==> src/rtl/hazard_stall_controller_pkg.sv <==
// Shared definitions for the pipeline stall/flush controller: state encoding,
// register-index constants, bubble-count limits and the load-use hazard check.
package pipeline_ctrl_pkg;

    typedef enum logic [1:0] {
        ST_RUN      = 2'd0,
        ST_LU_STALL = 2'd1
    } ctrl_state_e;

    localparam logic [4:0] ZERO_REG = 5'd0;

    localparam int LUB_MIN = 1;
    localparam int LUB_MAX = 3;

    // x0 is hard-wired to zero, so a load targeting it never creates a dependency.
    function automatic logic load_use_hazard(
        input logic [4:0] rs1,
        input logic       rs1Used,
        input logic [4:0] rs2,
        input logic       rs2Used,
        input logic [4:0] exRd,
        input logic       exMemRead,
        input logic       exRegWrite
    );
        logic match1;
        logic match2;
        match1 = rs1Used && (rs1 == exRd);
        match2 = rs2Used && (rs2 == exRd);
        return exMemRead && exRegWrite && (exRd != ZERO_REG) && (match1 || match2);
    endfunction

endpackage

==> src/rtl/hazard_stall_controller_sat_counter.sv <==
// Saturating up-counter with synchronous active-low reset and a synchronous
// clear that takes priority over an increment in the same cycle.
module sat_counter #(
    parameter int CNT_W = 32
) (
    input  logic             i_clk,
    input  logic             i_reset,
    input  logic             i_clear,
    input  logic             i_inc,
    output logic [CNT_W-1:0] o_count
);

    logic [CNT_W-1:0] r_count;
    logic             w_at_max;

    assign w_at_max = &r_count;
    assign o_count  = r_count;

    always_ff @(posedge i_clk) begin
        if (!i_reset) begin
            r_count <= '0;
        end else if (i_clear) begin
            r_count <= '0;
        end else if (i_inc && !w_at_max) begin
            r_count <= r_count + 1'b1;
        end
    end

endmodule

==> src/rtl/hazard_stall_controller.sv <==
// Per-cycle stall/flush sequencer: freeze on memory busywait, flush on taken
// branch, and insert a fixed number of bubbles for each load-use hazard.
module hazard_stall_controller
    import pipeline_ctrl_pkg::*;
#(
    parameter int LOAD_USE_BUBBLES = 1,
    parameter int CNT_W            = 32
) (
    input  logic             i_clk,
    input  logic             i_reset,
    input  logic [4:0]       i_id_rs1,
    input  logic [4:0]       i_id_rs2,
    input  logic             i_id_rs1_used,
    input  logic             i_id_rs2_used,
    input  logic [4:0]       i_ex_rd,
    input  logic             i_ex_mem_read,
    input  logic             i_ex_reg_write_en,
    input  logic             i_branch_taken,
    input  logic             i_imem_busywait,
    input  logic             i_dmem_busywait,
    input  logic             i_cnt_clear,
    output logic             o_pc_stall,
    output logic             o_if_id_stall,
    output logic             o_id_ex_stall,
    output logic             o_ex_mem_stall,
    output logic             o_mem_wb_stall,
    output logic             o_if_id_flush,
    output logic             o_id_ex_flush,
    output logic [1:0]       o_ctrl_state,
    output logic [CNT_W-1:0] o_stall_count,
    output logic [CNT_W-1:0] o_flush_count
);

    // Out-of-range settings are clamped so the bubble counter width stays valid.
    localparam int LUB = (LOAD_USE_BUBBLES < LUB_MIN) ? LUB_MIN :
                         (LOAD_USE_BUBBLES > LUB_MAX) ? LUB_MAX : LOAD_USE_BUBBLES;
    localparam logic [1:0] LU_EXTRA = 2'(LUB - 1);

    ctrl_state_e r_state;
    logic [1:0]  r_lu_cnt;

    ctrl_state_e w_next_state;
    logic [1:0]  w_next_lu_cnt;
    logic        w_haz;
    logic        w_frz;
    logic        w_stall_inc;
    logic        w_flush_inc;

    assign w_haz = load_use_hazard(i_id_rs1, i_id_rs1_used, i_id_rs2, i_id_rs2_used,
                                   i_ex_rd, i_ex_mem_read, i_ex_reg_write_en);
    assign w_frz = i_imem_busywait | i_dmem_busywait;

    assign o_ctrl_state = r_state;

    always_comb begin
        o_pc_stall     = 1'b0;
        o_if_id_stall  = 1'b0;
        o_id_ex_stall  = 1'b0;
        o_ex_mem_stall = 1'b0;
        o_mem_wb_stall = 1'b0;
        o_if_id_flush  = 1'b0;
        o_id_ex_flush  = 1'b0;
        w_next_state   = r_state;
        w_next_lu_cnt  = r_lu_cnt;
        w_stall_inc    = 1'b0;
        w_flush_inc    = 1'b0;

        if (!i_reset) begin
            // Bubbles flow in while reset is held so the pipeline starts clean.
            o_if_id_flush = 1'b1;
            o_id_ex_flush = 1'b1;
        end else if (w_frz) begin
            o_pc_stall     = 1'b1;
            o_if_id_stall  = 1'b1;
            o_id_ex_stall  = 1'b1;
            o_ex_mem_stall = 1'b1;
            o_mem_wb_stall = 1'b1;
            w_stall_inc    = 1'b1;
        end else if (i_branch_taken) begin
            o_if_id_flush = 1'b1;
            o_id_ex_flush = 1'b1;
            w_next_state  = ST_RUN;
            w_next_lu_cnt = 2'd0;
            w_flush_inc   = 1'b1;
        end else if ((r_state == ST_RUN && w_haz) || r_state == ST_LU_STALL) begin
            o_pc_stall    = 1'b1;
            o_if_id_stall = 1'b1;
            o_id_ex_flush = 1'b1;
            w_stall_inc   = 1'b1;
            if (r_state == ST_RUN) begin
                if (LUB > 1) begin
                    w_next_state  = ST_LU_STALL;
                    w_next_lu_cnt = LU_EXTRA;
                end
            end else if (r_lu_cnt == 2'd1) begin
                w_next_state  = ST_RUN;
                w_next_lu_cnt = 2'd0;
            end else begin
                w_next_lu_cnt = r_lu_cnt - 2'd1;
            end
        end
    end

    always_ff @(posedge i_clk) begin
        if (!i_reset) begin
            r_state  <= ST_RUN;
            r_lu_cnt <= 2'd0;
        end else begin
            r_state  <= w_next_state;
            r_lu_cnt <= w_next_lu_cnt;
        end
    end

    sat_counter #(.CNT_W(CNT_W)) u_stall_counter (
        .i_clk   (i_clk),
        .i_reset (i_reset),
        .i_clear (i_cnt_clear),
        .i_inc   (w_stall_inc),
        .o_count (o_stall_count)
    );

    sat_counter #(.CNT_W(CNT_W)) u_flush_counter (
        .i_clk   (i_clk),
        .i_reset (i_reset),
        .i_clear (i_cnt_clear),
        .i_inc   (w_flush_inc),
        .o_count (o_flush_count)
    );

endmodule
==> config.mk <==
export PLATFORM = sky130hd
export DESIGN_NAME = hazard_stall_controller
export DESIGN_NICKNAME = d
export VERILOG_FILES = /design/src/rtl/hazard_stall_controller_pkg.sv /design/src/rtl/hazard_stall_controller_sat_counter.sv /design/src/rtl/hazard_stall_controller.sv
export SDC_FILE = /design/constraint.sdc
export NUM_CORES = 1
export LEC_CHECK = 0
export BUFFER_PORTS_ARGS = -buffer_cell sky130_fd_sc_hd__buf_4
export CAP_MARGIN = 20
export CORE_UTILIZATION = 45
export CTS_CLUSTER_SIZE = 30
export DETAILED_ROUTE_END_ITERATION = 8
export PLACE_DENSITY = 0.71
export SYNTH_ARGS = -nofsm -noshare
export SYNTH_HDL_FRONTEND = slang
export SYNTH_SLANG_ARGS = --single-unit
==> constraint.sdc <==
create_clock -name i_clk -period 7.3 [get_ports i_clk]
set_clock_uncertainty 0.15 [all_clocks]
set_input_delay 2.19 -clock i_clk [delete_from_list [all_inputs] [get_ports i_clk]]
set_output_delay 2.19 -clock i_clk [all_outputs]
set_load 0.1 [all_outputs]
# --- Yosys cells after proc, flatten, opt, wreduce, memory -nomap -nowiden ---
# Cells that the tools add are included.
totals:
  reg_bits: 68
classes:
  addsub: 3
  reduce_logical: 21
  bitwise: 3
  muxes: 21
  eq_ne: 5
op_table:
  columns: ["op", "n"]
  rows:
  - ["$add A32 B1 Y32 const B", 2]
  - ["$reduce_and A32 Y1", 2]
  - ["$mux W2", 8]
  - ["$mux W1", 13]
  - ["$eq A5 B5 Y1", 2]
  - ["$logic_and A1 B1 Y1", 8]
  - ["$reduce_bool A5 Y1", 1]
  - ["$eq A2 B1 Y1 const B", 2]
  - ["$reduce_and A4 Y1", 1]
  - ["$reduce_bool A2 Y1", 2]
  - ["$reduce_and A3 Y1", 1]
  - ["$logic_not A1 Y1", 2]
  - ["$logic_not A2 Y1", 1]
  - ["$logic_or A1 B1 Y1", 2]
  - ["$ne A2 B2 Y1 const B", 1]
  - ["$not A1 Y1", 2]
  - ["$reduce_or A2 Y1", 1]
  - ["$sub A2 B1 Y2 const B", 1]
  - ["$or A1 B1 Y1", 1]

# --- Logic depth before layout (Yosys ltp) ---
depth:
  ltp_word: 11
  depth_mapped: 9

# --- By module ---
# Synthesis repeated with hierarchy kept, for this count alone.
hier_totals:
  cells_unflattened: 438
  area_unflattened_um2: 3492.1
by_module_without_submodules:
  columns: ["module", "area_per_inst_um2", "cells_each", "seq_area_each_um2", "n_inst"]
  rows:
  - ["sat_counter", 1634.1, 203, 640.6, 2]
  - ["hazard_stall_controller", 224.0, 32, 0.0, 1]

# --- Worst setup path before layout ---
# No wires, ideal clock.
synth_timing:
  path_type: "input port to output port"
  from: "in i_dmem_busywait"
  to: "out o_id_ex_stall"
  required_time_ps: 4960
  t_arrival_ps: 4564
  path_slack_ps: 396
  path_buffers: 1
  cell_stages: 4
  path_cell_list: "nor2_2 a21bo_2 nor2_1 buf_4"
synth_between:
  elab_chain_len: 3
synth_lines:
  columns: ["element", "line", "source"]
  rows:
  - ["start: declaration", "hazard_stall_controller.sv:20", "input logic i_dmem_busywait,"]
  - ["$or A1 B1 Y1", "hazard_stall_controller.sv:51", "assign w_frz = i_imem_busywait | i_dmem_busywait;"]
  - ["$mux W1 (2 in a row)", null, null]
  - ["end: declaration", "hazard_stall_controller.sv:24", "output logic o_id_ex_stall,"]
# No other way between the ends.

# --- Worst setup path in the final report ---
layout_timing:
  from: "in i_ex_rd[0]"
  to: "out o_if_id_stall"
layout_between:
  elab_chain_len: 10
  elab_cells_between_ends: 14
  classes_between: "eq/ne (2); mux (4); reduce/logical (8)"
layout_lines:
  columns: ["element", "line", "source"]
  rows:
  - ["start: declaration", "hazard_stall_controller.sv:15", "input logic [4:0] i_ex_rd,"]
  - ["$eq A5 B5 Y1 (on tied branches)", "hazard_stall_controller_pkg.sv:27, hazard_stall_controller_pkg.sv:28", null]
  - ["$logic_and A1 B1 Y1 (on tied branches)", "hazard_stall_controller_pkg.sv:27, hazard_stall_controller_pkg.sv:28", null]
  - ["$logic_or A1 B1 Y1", "hazard_stall_controller_pkg.sv:29", "return exMemRead && exRegWrite && (exRd != ZERO_REG) && (match1 || match2);"]
  - ["$logic_and A1 B1 Y1 *", "hazard_stall_controller_pkg.sv:29", null]
  - ["$logic_and A1 B1 Y1 *", "hazard_stall_controller.sv:85", "end else if ((r_state == ST_RUN && w_haz) || r_state == ST_LU_STALL) begin"]
  - ["$logic_or A1 B1 Y1 *", "hazard_stall_controller.sv:85", null]
  - ["$mux W1 *", "hazard_stall_controller.sv:85", null]
  - ["$mux W1 *", "hazard_stall_controller.sv:79", "end else if (i_branch_taken) begin"]
  - ["$mux W1 *", "hazard_stall_controller.sv:72", "end else if (w_frz) begin"]
  - ["$mux W1 *", "hazard_stall_controller.sv:68", "if (!i_reset) begin"]
  - ["end: declaration", "hazard_stall_controller.sv:23", "output logic o_if_id_stall,"]
# Mark *: on every way between the ends. The rest lies on a longest branch, timed or not.

==> metrics.csv <==
stage,metric,value,unit
layout,nets@finish,529,
drt,Pre-Repair DR Iteration Count,4,
layout,n_diodes,0,
clock_network,CTS tree,built,
timing,final setup fails,0,
critical_path,critical path class,in2out,
clock_network,CTS buffer count,9,
drt,Antenna Nets Post-Route,0,
min_path,hold_sp,u_stall_counter.o_count[23],
floorplanning,starting density of the core,46.8,%
global_routing,first-pass GRT wire length,14100,microns
global_routing,GRT Overall Usage,22.9,%
floorplanning,Die X,88.8,microns
timing,Final Hold Fails,0,
floorplanning,num ports,98,
timing,FMAX,166,MHz
placed_design,placed cell area,4120,sq um
drt,number of vias per cell,5.48,
power,Pwr Density,167,nW/um^2
timing,final worst slack,1.28,ns
timing,Max Slew Vio Count,0,
layout,final instance area,4310,sq um
logic_synthesis,"Async S/R FF share, synth",0,%
logic_synthesis,yosys warns,0,
drt,Avg WL per Cell,14.0,microns
critical_path,"Max FO, Critical Path",8,
layout,synthesis-to-layout area growth,27.0,%
global_routing,vias in the first global route,3020,
clock_network,# clock sinks,64,
logic_synthesis,Syn Std Cell Area,3390,sq um
critical_path,Worst Path Arrival,3.68,ns
logic_synthesis,most common flop cell mapped by yosys,dfxtp_1,
layout,layout cells sized above 1,23.3,%
floorplanning,FP Rows,31,
clock_network,Clock Tree Root,clkbuf_8,
timing,worst slew pin tran,0.889,ns
floorplanning,Die Area,7890,sq um
logic_synthesis,synth unique cells,48,
critical_path,Critical Path End,o_if_id_stall,
placed_design,global placer's final weighted congestion,0.813,
clock_network,# resized after CTS,0,
logic_synthesis,Synth Area per Inst,8.11,sq um
timing,min cycle time layout,6.02,ns
clock_network,post-CTS setup buffers,0,
placed_design,dpl ws,1.29,ns
critical_path,FF-to-FF Start,u_stall_counter.o_count[0],
placed_design,post-DP HPWL,6170,microns
global_routing,GR Overflow Total,0,
floorplanning,Core ar.,7250,sq um
drt,Vias,3318,
flow_run,total of max-cap violations,0,
clock_network,H-Tree Level Count,3,
layout,Final Util,59.4,%
status,status,completed,
timing,period utilization,82.5,%
timing,Fin Setup TNS,0,ns
power,Leak Pwr,1.53,nW
critical_path,Setup crit end kind,output pin,
clock_network,Skew-Pair Late Insertion Delay,0.34,ns
logic_synthesis,sequential area share after synthesis,37.8,%
drt,Remaining DRCs,0,
logic_synthesis,"EDFF count, synth",0,
placed_design,port buffer count,95,
logic_synthesis,Gate Count Post-Synth,418,
logic_synthesis,#FFs+latches synth,64,
floorplanning,die height,88.8,microns
drt,Iter 0 DRT Violations,132,
clock_network,Worst-path clk slew,0.07,ns
power,Total Power,720,uW
timing,unrepaired setup endpoints after global routing,false,
critical_path,Critical Path Start,i_ex_rd[0],
clock_network,Post-CTS Hold Buffers,0,
global_routing,initial antenna violation count,0,
drt,final WL,8470,microns
logic_synthesis,share of the synthesized area in the top cell type,37.8,%
critical_path,startpoint type of the worst setup path,input port,
clock_network,Max Root-Sink Buffers,2,
logic_synthesis,largest cells by area after synthesis,"dfxtp_1, xnor2_1, nor2_1, nand4_1, nand3_1",
power,Worst VDD drop,0.0000981,V
critical_path,Worst R2R Setup Slack,4.51,ns
critical_path,Reg2Reg Depth,7,
global_routing,largest net degree at the start of global routing,34,
timing,Slew HR,40.3,%
critical_path,WP data required,4.96,ns
min_path,Hold Crit Class,reg2reg,
logic_synthesis,Synth area leader,dfxtp_1,
critical_path,Reg2Reg Capture Point,u_stall_counter.o_count[14],
## report_power, final
group | internal [mW] | total [mW] | switching [mW]
clock | 0.165 | 0.299 | 0.134
sequential | 0.349 | 0.350 | 0.000539
combinational | 0.0203 | 0.0711 | 0.0508
total | 0.535 | 0.720 | 0.185
## critical path, stage by stage
cell and delay (ns):
buf_4 0.12, or4_1 0.51, o211ai_1 0.26, a21oi_2 0.17
nand2_1 0.12, inv_1 0.07, buf_4 0.23
## layout by cell type (no fill, tap or decap), types with 2 or more instances in the layout
| master | synthesis | routed |
|---|---|---|
| nand3_1 | 28 | 28 |
| dfxtp_1 | 64 | 64 |
| or3_1 | 21 | 21 |
| conb_1 | 1 | 2 |
| ha_1 | 2 | 2 |
| nor4_1 | 10 | 10 |
| and4_1 | 9 | 9 |
| a21oi_1 | 25 | 25 |
| nand4_1 | 23 | 23 |
| or4_1 | 5 | 5 |
| buf_4 | 7 | 96 |
| o21ai_0 | 22 | 22 |
| xnor2_1 | 32 | 32 |
| mux2i_1 | 3 | 3 |
| clkbuf_8 | 0 | 10 |
| inv_1 | 5 | 5 |
| nor2_1 | 42 | 42 |
| o31ai_1 | 2 | 2 |
| and3_1 | 12 | 12 |
| nand2b_1 | 4 | 3 |
| clkbuf_1 | 11 | 2 |
| nor3_1 | 16 | 16 |
| xor2_1 | 10 | 10 |
| o211ai_1 | 4 | 4 |
| nand2_1 | 31 | 31 |
## synthesized netlist by cell type (2+ instances only)
library cell,instances
or4_1,5
dfxtp_1,64
nand2_1,31
nand4_1,23
xor2_1,10
inv_1,5
buf_2,6
o31ai_1,2
and3_1,12
buf_4,7
nor3_1,16
xnor2_1,32
a21oi_1,25
mux2i_1,3
and4_1,9
or3_1,21
nand2b_1,4
clkbuf_1,11
nand3_1,28
o21ai_0,22
nor2_1,42
ha_1,2
nor4_1,10
o211ai_1,4
## cell type report
cell class,count,area (sq um)
tap,99,124
clock inverter,3,42.5
multi-input combinational,326,1970
clock buffer,12,145
fill,692,2950
sequential,64,1280
timing repair buffer,96,721
inverter,5,18.8
## metrics by stage
| step | hold WS [ns] | std cells |
|---|---|---|
| after floorplan | 0.769 | 419 |
| after detailed placement | 0.351 | 590 |
| after global placement | 0.336 | 590 |
| after global routing | 0.383 | 605 |
| after CTS | 0.363 | 605 |
| final | 0.352 | 605 |
## logic make-up (layout without fill, tap and decap cells)
| family | after synthesis | in the layout | synth area share (%) |
|---|---|---|---|
| buffers and inverters | 29 | 116 | 4.21 |
| AND/OR/NAND/NOR | 213 | 213 | 34.0 |
| multiplexers | 3 | 3 | 0.885 |
| flip-flops | 64 | 64 | 37.8 |
| other | 1 | 2 | 0.111 |
| XOR/XNOR | 42 | 42 | 10.8 |
| adder cells (fa/ha/maj) | 2 | 2 | 0.738 |
| AO/OA/AOI/OAI | 64 | 64 | 11.5 |
## how the worst min path moves through the flow
stage,end,cells after the start
2_1_floorplan,u_stall_counter.o_count[16],2
3_3_place_gp,u_stall_counter.o_count[30],2
3_5_place_dp,u_stall_counter.o_count[23],2
4_1_cts,u_stall_counter.o_count[23],2
5_1_grt,u_stall_counter.o_count[23],2
6_report,u_stall_counter.o_count[23],2
## registers in the layout (all words and copies together) (netlist names)
signal                   count
u_flush_counter.o_count     32
u_stall_counter.o_count     32
## layer usage
metal	vias up	share of wire [%]	global-route usage, %
met5	-	0	0
li1	1676	-	-
met2	69	51	41.4
met3	5	4.6	7.46
met4	0	0.59	4.25
met1	1568	43	26.4
Note: power is estimated with default switching activity, not from simulation.
